===== config.mk =====
export PLATFORM = sky130hd
export DESIGN_NAME = serial_link_scheduler
export DESIGN_NICKNAME = d
export VERILOG_FILES = /design/src/rtl/serial_link_scheduler_pkg.sv /design/src/rtl/serial_link_scheduler_rr_arb2.sv /design/src/rtl/serial_link_scheduler.sv
export SDC_FILE = /design/constraint.sdc
export NUM_CORES = 1
export LEC_CHECK = 0
export BUFFER_PORTS_ARGS = -buffer_cell sky130_fd_sc_hd__buf_2
export CAP_MARGIN = 30
export CORE_UTILIZATION = 30
export CTS_CLUSTER_DIAMETER = 150
export DETAILED_ROUTE_END_ITERATION = 8
export GPL_TIMING_DRIVEN = 0
export SYNTH_ARGS = -nofsm -noshare
export SYNTH_HDL_FRONTEND = slang
export SYNTH_HIERARCHICAL = 1
export SYNTH_SLANG_ARGS = --single-unit
export TNS_END_PERCENT = 30

===== constraint.sdc =====
create_clock -name clk -period 5.7 [get_ports clk]
set_input_delay 0 -clock clk [delete_from_list [all_inputs] [get_ports clk]]
set_output_delay 0 -clock clk [all_outputs]
set_load 0.02 [all_outputs]

===== src/rtl/serial_link_scheduler_pkg.sv =====
// Shared definitions for the serial link scheduler: FSM state encoding,
// link mode constants and the word-width derivation.
package serial_link_scheduler_pkg;

  typedef enum logic [1:0] {
    SCH_IDLE  = 2'd0,
    SCH_START = 2'd1,
    SCH_RUN   = 2'd2,
    SCH_DRAIN = 2'd3
  } sch_state_e;

  localparam logic MODE_TX = 1'b0;
  localparam logic MODE_RX = 1'b1;

  function automatic int word_w(input int base);
    return 1 << base;
  endfunction

endpackage


===== src/rtl/serial_link_scheduler_rr_arb2.sv =====
// Two-requester round-robin arbiter; last_grant advances only when a grant
// is actually accepted.
module rr_arb2
  import serial_link_scheduler_pkg::*;
(
  input  logic clk,
  input  logic rst,
  input  logic en,
  input  logic req_tx,
  input  logic req_rx,
  input  logic accept,
  output logic gnt_tx,
  output logic gnt_rx
);

  logic last_grant;

  // Reset to RX so that TX wins the first tie.
  always_ff @(posedge clk) begin
    if (rst) begin
      last_grant <= MODE_RX;
    end else if (accept) begin
      last_grant <= gnt_rx ? MODE_RX : MODE_TX;
    end
  end

  always_comb begin
    gnt_tx = 1'b0;
    gnt_rx = 1'b0;
    if (en) begin
      if (req_tx && req_rx) begin
        gnt_tx = (last_grant == MODE_RX);
        gnt_rx = (last_grant == MODE_TX);
      end else begin
        gnt_tx = req_tx;
        gnt_rx = req_rx;
      end
    end
  end

endmodule


===== src/rtl/serial_link_scheduler.sv =====
// Command-side scheduler for the serial link core: arbitrates TX/RX word
// requests and runs one start/busy/finish handshake at a time.
module serial_link_scheduler
  import serial_link_scheduler_pkg::*;
#(
  parameter int DATA_WIDTH_BASE = 5,
  parameter int START_TIMEOUT   = 8,
  localparam int W = word_w(DATA_WIDTH_BASE)
) (
  input  logic         clk,
  input  logic         rst,
  input  logic         tx_req_valid,
  output logic         tx_req_ready,
  input  logic [W-1:0] tx_req_data,
  output logic         tx_done,
  input  logic         rx_req_valid,
  output logic         rx_req_ready,
  output logic         rx_rsp_valid,
  output logic [W-1:0] rx_rsp_data,
  output logic         err,
  output logic         link_start,
  output logic         link_mode,
  output logic [W-1:0] link_transmit_data,
  input  logic         link_busy,
  input  logic         link_finish,
  input  logic [W-1:0] link_receive_data
);

  localparam int CNT_W = $clog2(START_TIMEOUT + 1);
  localparam logic [CNT_W-1:0] CNT_LAST = CNT_W'(START_TIMEOUT - 1);

  sch_state_e state, state_nxt;
  logic [CNT_W-1:0] cnt, cnt_nxt;
  logic         start_nxt, mode_nxt, tx_done_nxt, rx_rsp_nxt, err_nxt;
  logic [W-1:0] txd_nxt, rxd_nxt;
  logic         accept, complete, abort;

  // A core that is still busy (e.g. not reset with us) blocks new grants.
  rr_arb2 u_arb (
    .clk    (clk),
    .rst    (rst),
    .en     ((state == SCH_IDLE) && !link_busy),
    .req_tx (tx_req_valid),
    .req_rx (rx_req_valid),
    .accept (accept),
    .gnt_tx (tx_req_ready),
    .gnt_rx (rx_req_ready)
  );

  assign accept = tx_req_ready | rx_req_ready;

  always_comb begin
    state_nxt   = state;
    cnt_nxt     = cnt;
    start_nxt   = link_start;
    mode_nxt    = link_mode;
    txd_nxt     = link_transmit_data;
    rxd_nxt     = rx_rsp_data;
    tx_done_nxt = 1'b0;
    rx_rsp_nxt  = 1'b0;
    err_nxt     = 1'b0;
    complete    = 1'b0;
    abort       = 1'b0;
    case (state)
      SCH_IDLE: begin
        if (accept) begin
          state_nxt = SCH_START;
          cnt_nxt   = '0;
          start_nxt = 1'b1;
          mode_nxt  = rx_req_ready ? MODE_RX : MODE_TX;
          if (tx_req_ready) txd_nxt = tx_req_data;
        end
      end
      SCH_START: begin
        if (link_busy) begin
          state_nxt = SCH_RUN;
          start_nxt = 1'b0;
        end else begin
          cnt_nxt = cnt + CNT_W'(1);
          if (cnt == CNT_LAST) begin
            state_nxt = SCH_IDLE;
            start_nxt = 1'b0;
            abort     = 1'b1;
          end
        end
      end
      SCH_RUN: begin
        // Finish wins over a simultaneous busy fall.
        if (link_finish) begin
          state_nxt = SCH_DRAIN;
          complete  = 1'b1;
          if (link_mode == MODE_RX) rxd_nxt = link_receive_data;
        end else if (!link_busy) begin
          state_nxt = SCH_IDLE;
          abort     = 1'b1;
        end
      end
      SCH_DRAIN: begin
        if (!link_busy) state_nxt = SCH_IDLE;
      end
      default: state_nxt = SCH_IDLE;
    endcase
    if (complete || abort) begin
      tx_done_nxt = (link_mode == MODE_TX);
      rx_rsp_nxt  = (link_mode == MODE_RX);
      err_nxt     = abort;
    end
  end

  always_ff @(posedge clk) begin
    if (rst) begin
      state <= SCH_IDLE;
    end else begin
      state <= state_nxt;
    end
  end

  always_ff @(posedge clk) begin
    if (rst) begin
      cnt                <= '0;
      link_start         <= 1'b0;
      link_mode          <= MODE_TX;
      link_transmit_data <= '0;
      rx_rsp_data        <= '0;
      tx_done            <= 1'b0;
      rx_rsp_valid       <= 1'b0;
      err                <= 1'b0;
    end else begin
      cnt                <= cnt_nxt;
      link_start         <= start_nxt;
      link_mode          <= mode_nxt;
      link_transmit_data <= txd_nxt;
      rx_rsp_data        <= rxd_nxt;
      tx_done            <= tx_done_nxt;
      rx_rsp_valid       <= rx_rsp_nxt;
      err                <= err_nxt;
    end
  end

endmodule

==> impl_metrics.prom <==
# TYPE chip_impl_metric gauge
chip_impl_metric{name="initial_utilization",unit="%"} 31.3
chip_impl_metric{name="vdd_drop_max",unit="mV"} 0.113
chip_impl_metric{name="area_growth_syn_to_layout",unit="%"} 57.6
chip_impl_metric{name="whs",unit="ns"} 0.0363
chip_impl_metric{name="grt_max_degree",unit=""} 14
chip_impl_metric{name="syn-num-nets",unit=""} 435
chip_impl_metric{name="synth_warnings",unit=""} 6
chip_impl_metric{name="finalCritPeriodShare",unit="%"} 40.4
chip_impl_info{name="rsz0062_at_grt",value="no"} 1
chip_impl_metric{name="synth-async-reset-ratio",unit="%"} 0
chip_impl_metric{name="routed_wire_length_per_instance",unit="um"} 12.2
chip_impl_metric{name="cp.required",unit="ns"} 5.92
chip_impl_metric{name="cts_setup_buffers",unit=""} 0
chip_impl_info{name="ys.flop_type",value="dfxtp_1"} 1
chip_impl_metric{name="drt_iter0_drc",unit=""} 174
chip_impl_info{name="cp-end-kind",value="flop"} 1
chip_impl_metric{name="syn_inst",unit=""} 360
chip_impl_metric{name="drv_slew",unit=""} 0
chip_impl_info{name="setup.worst_path.start_class",value="flop"} 1
chip_impl_metric{name="synth-edff-count",unit=""} 0
chip_impl_metric{name="maxCapViolCount",unit=""} 0
chip_impl_metric{name="num-nets-final",unit=""} 651
chip_impl_metric{name="power_frac_seq",unit="%"} 45.7
chip_impl_info{name="crit_chain",value="inv_1 -> ha_1 -> buf_2 -> nor2b_1 -> nand2_1 -> a21oi_1 -> nor3b_2 -> o41ai_1 -> a21oi_1"} 1
chip_impl_metric{name="switching_power",unit="uW"} 421
chip_impl_metric{name="static-leakage-power",unit="uW"} 0.00205
chip_impl_metric{name="dpl.hpwl",unit="mm"} 5.87
chip_impl_info{name="cts_tree",value="yes"} 1
chip_impl_metric{name="clock_network_fraction_of_total_power",unit="%"} 27.6
chip_impl_metric{name="slew_headroom",unit="%"} 63.4
chip_impl_metric{name="arrival",unit="ns"} 2.52
chip_impl_metric{name="cts_made_buffers",unit=""} 9
chip_impl_metric{name="grt_antenna_before_repair",unit=""} 0
chip_impl_metric{name="worst_skew_pair.late_latency",unit="ns"} 0.35
chip_impl_metric{name="yosys_register_bits",unit=""} 76
chip_impl_metric{name="total_routing_usage_gr",unit="%"} 17.4
chip_impl_metric{name="report.final.hold_viol_count",unit=""} 0
chip_impl_metric{name="final.min_clock_period",unit="ns"} 2.30
chip_impl_metric{name="global_route_wire_length_before_repair",unit="mm"} 13.9
chip_impl_metric{name="antenna_left",unit=""} 0
chip_impl_metric{name="cellInternalPower",unit="uW"} 876
chip_impl_metric{name="design.portCount",unit=""} 141
chip_impl_metric{name="pre_cts_ws",unit="ns"} 3.42
chip_impl_info{name="netlist.top_cell.by_area",value="dfxtp_1"} 1
chip_impl_info{name="cts_root_buffer",value="clkbuf_8"} 1
chip_impl_metric{name="clock-skew-final",unit="ns"} 0.0137
chip_impl_metric{name="drt_first_pass_iters",unit=""} 4
chip_impl_metric{name="fmax",unit="MHz"} 434
chip_impl_metric{name="seq_area_frac_synth",unit="%"} 52.2
chip_impl_metric{name="via_count",unit=""} 3181
chip_impl_metric{name="placedInstanceArea",unit="um2"} 3780
chip_impl_metric{name="p_sw_share",unit="%"} 32.5
chip_impl_info{name="category_of_the_critical_setup_timing_path",value="flop to flop"} 1
chip_impl_metric{name="post-route-worst-setup-slack",unit="ns"} 3.40
chip_impl_metric{name="final_cells",unit=""} 710
chip_impl_info{name="min-delay-path-class",value="input pin to flop"} 1
chip_impl_metric{name="worst-path-max-fanout",unit=""} 10
chip_impl_metric{name="synth_top_area_share",unit="%"} 52.2
chip_impl_metric{name="multiInputGateArea",unit="um2"} 1260
chip_impl_metric{name="port-buffer-count",unit=""} 140
chip_impl_metric{name="core-area",unit="um2"} 9330
chip_impl_metric{name="synth_area",unit="um2"} 2920
chip_impl_info{name="worst_path_most_repeated_cell",value="a21oi_1"} 1
chip_impl_metric{name="path_clk_slew",unit="ns"} 0.08
chip_impl_metric{name="vias_per_cell",unit=""} 4.48
chip_impl_metric{name="fp.dieArea",unit="um2"} 10100
chip_impl_metric{name="floorplan.rows",unit=""} 35
chip_impl_metric{name="cts.path.max_buffers",unit=""} 2
chip_impl_metric{name="cts-htree-levels",unit=""} 3
chip_impl_metric{name="worst_slew_pin_slew",unit="ns"} 0.549
chip_impl_metric{name="postSynthAreaPerCell",unit="um2"} 8.10
chip_impl_metric{name="timing.final.setup_violations",unit=""} 0
chip_impl_metric{name="numPlacedInstances",unit=""} 629
chip_impl_metric{name="design_area",unit="um2"} 4600
chip_impl_metric{name="share_comb_of_total_power",unit="%"} 26.7
chip_impl_metric{name="post_cts_resize_count",unit=""} 0
chip_impl_metric{name="clock-sinks",unit=""} 76
chip_impl_metric{name="overflow",unit=""} 0
chip_impl_metric{name="drive_gt1_share",unit="%"} 29.6
chip_impl_metric{name="nFillCells",unit=""} 935
chip_impl_metric{name="horizontal_extent_of_the_die",unit="um"} 101
chip_impl_metric{name="yosys.cell_types.count",unit=""} 38
chip_impl_metric{name="setup-tns-final",unit="ns"} 0
chip_impl_info{name="run_status",value="finished clean"} 1
chip_impl_metric{name="final_replace_weighted_congestion",unit=""} 0.758
chip_impl_metric{name="critical_path.max_stage_delay",unit="ns"} 0.42
chip_impl_metric{name="drc",unit=""} 0
chip_impl_metric{name="power.density",unit="nW/um2"} 282
chip_impl_metric{name="regArea",unit="um2"} 1520
chip_impl_metric{name="fp.dieH",unit="um"} 101
chip_impl_info{name="synth_area_leaders",value="dfxtp_1, nand2_1, a21oi_1, ha_1, buf_2"} 1
chip_impl_metric{name="n_antenna_cell",unit=""} 0
chip_impl_metric{name="number_of_global_route_vias_before_repair",unit=""} 3020
chip_impl_info{name="crit_path_top_delay_cell",value="o41ai_1"} 1
chip_impl_metric{name="route.final.wire_length",unit="mm"} 8.66
-- sequential cells by signal (all words and copies together) (netlist names) --
register and count:
link_transmit_data 32, rx_rsp_data 32, cnt 4, state 2
err 1, link_mode 1, link_start 1, rx_rsp_valid 1
tx_done 1, u_arb/last_grant 1
-- Yosys cell counts (2+ instances only) --
| cell | instances |
|---|---|
| a2111o_1 | 2 |
| nand2_1 | 131 |
| clkbuf_1 | 10 |
| or3b_1 | 2 |
| inv_1 | 7 |
| ha_1 | 5 |
| dfxtp_1 | 76 |
| o41ai_1 | 2 |
| buf_4 | 3 |
| o21ai_0 | 3 |
| nand3_1 | 2 |
| o31ai_1 | 2 |
| nor2b_1 | 4 |
| nor2_1 | 6 |
| buf_2 | 9 |
| and2_1 | 6 |
| a21oi_1 | 69 |
-- through the flow --
stage,util [%],power [uW]
final,49.3,1300
after global routing,49.3,1380
after CTS,49.3,1310
after detailed placement,40.5,915
after global placement,40.5,911
after floorplan,-,813
-- worst paths after layout --
path | start | endpoint | slack, ns | depth (start not counted)
worst max-delay path | state[0] | cnt[3] | 3.40 | 9
worst min-delay path | tx_req_valid | u_arb/last_grant | 0.04 | 3
worst max register to register | state[0] | cnt[3] | 3.40 | 9
worst min register to register | link_transmit_data[24] | link_transmit_data[24] | 0.45 | 2
-- kinds of logic after synthesis --
kind of cell	count (synthesis)	synth area share, %
DFF	76	52.2
buffers and inverters	30	4.64
adders and majority gates	5	2.15
AOI/OAI and AO/OA	90	17.9
and+or+nand+nor	159	23.1
-- critical path, delay by kind of cell, from the launching register on --
| family | cells | cell delay, ns |
|---|---|---|
| simple gates | 3 | 0.42 |
| flops | 1 | 0.35 |
| fa+ha+maj | 1 | 0.17 |
| compound gates | 3 | 0.93 |
| buf+inv | 2 | 0.30 |
-- what timing repair did --
item                                    CTS  global route
endpoints found under the hold margin    65             0
hold buffers                             65             0
endpoints found under the setup margin    0             0
-- routing by layer --
metal  vias up  wire (um)  track usage [%]  share of wire [%]
met2        91       4470             31.0                 52
met3        21        391             3.88                4.5
met5         -          0                0                  0
met4         0        225             8.03                2.6
li1       1622          -                -                  -
met1      1447       3570             19.7                 41
-- power by group through the flow --
stage                     sequential [uW]  clock (uW)  combinational (uW)
after floorplan                       641           0                 172
after global placement                603           0                 308
after detailed placement              605           0                 310
after CTS                             592         373                 347
after global routing                  597         399                 382
final                                 592         358                 347
-- cell usage in the layout, fill, tap and decap left out, types with 3 or more instances in the layout --
cell type,n
inv_1,7
clkinvlp_4,3
clkbuf_1,12
a21oi_1,69
buf_2,149
nor2b_1,4
nand2_1,131
buf_4,3
ha_1,5
and2_1,6
nor2_1,6
dlygate4sd3_1,65
o21ai_0,3
clkbuf_8,9
dfxtp_1,76
-- final cells by class --
type | instances | share of cell area (%)
Inverter | 7 | 0.572
Clock inverter | 5 | 0.790
Tap cell | 129 | 3.51
Clock buffer | 11 | 2.86
Buffer | 23 | 2.37
Timing Repair Buffer | 205 | 29.4
Multi-Input combinational cell | 254 | 27.4
Sequential cell | 76 | 33.1
Power figures use the tool's default switching activity.
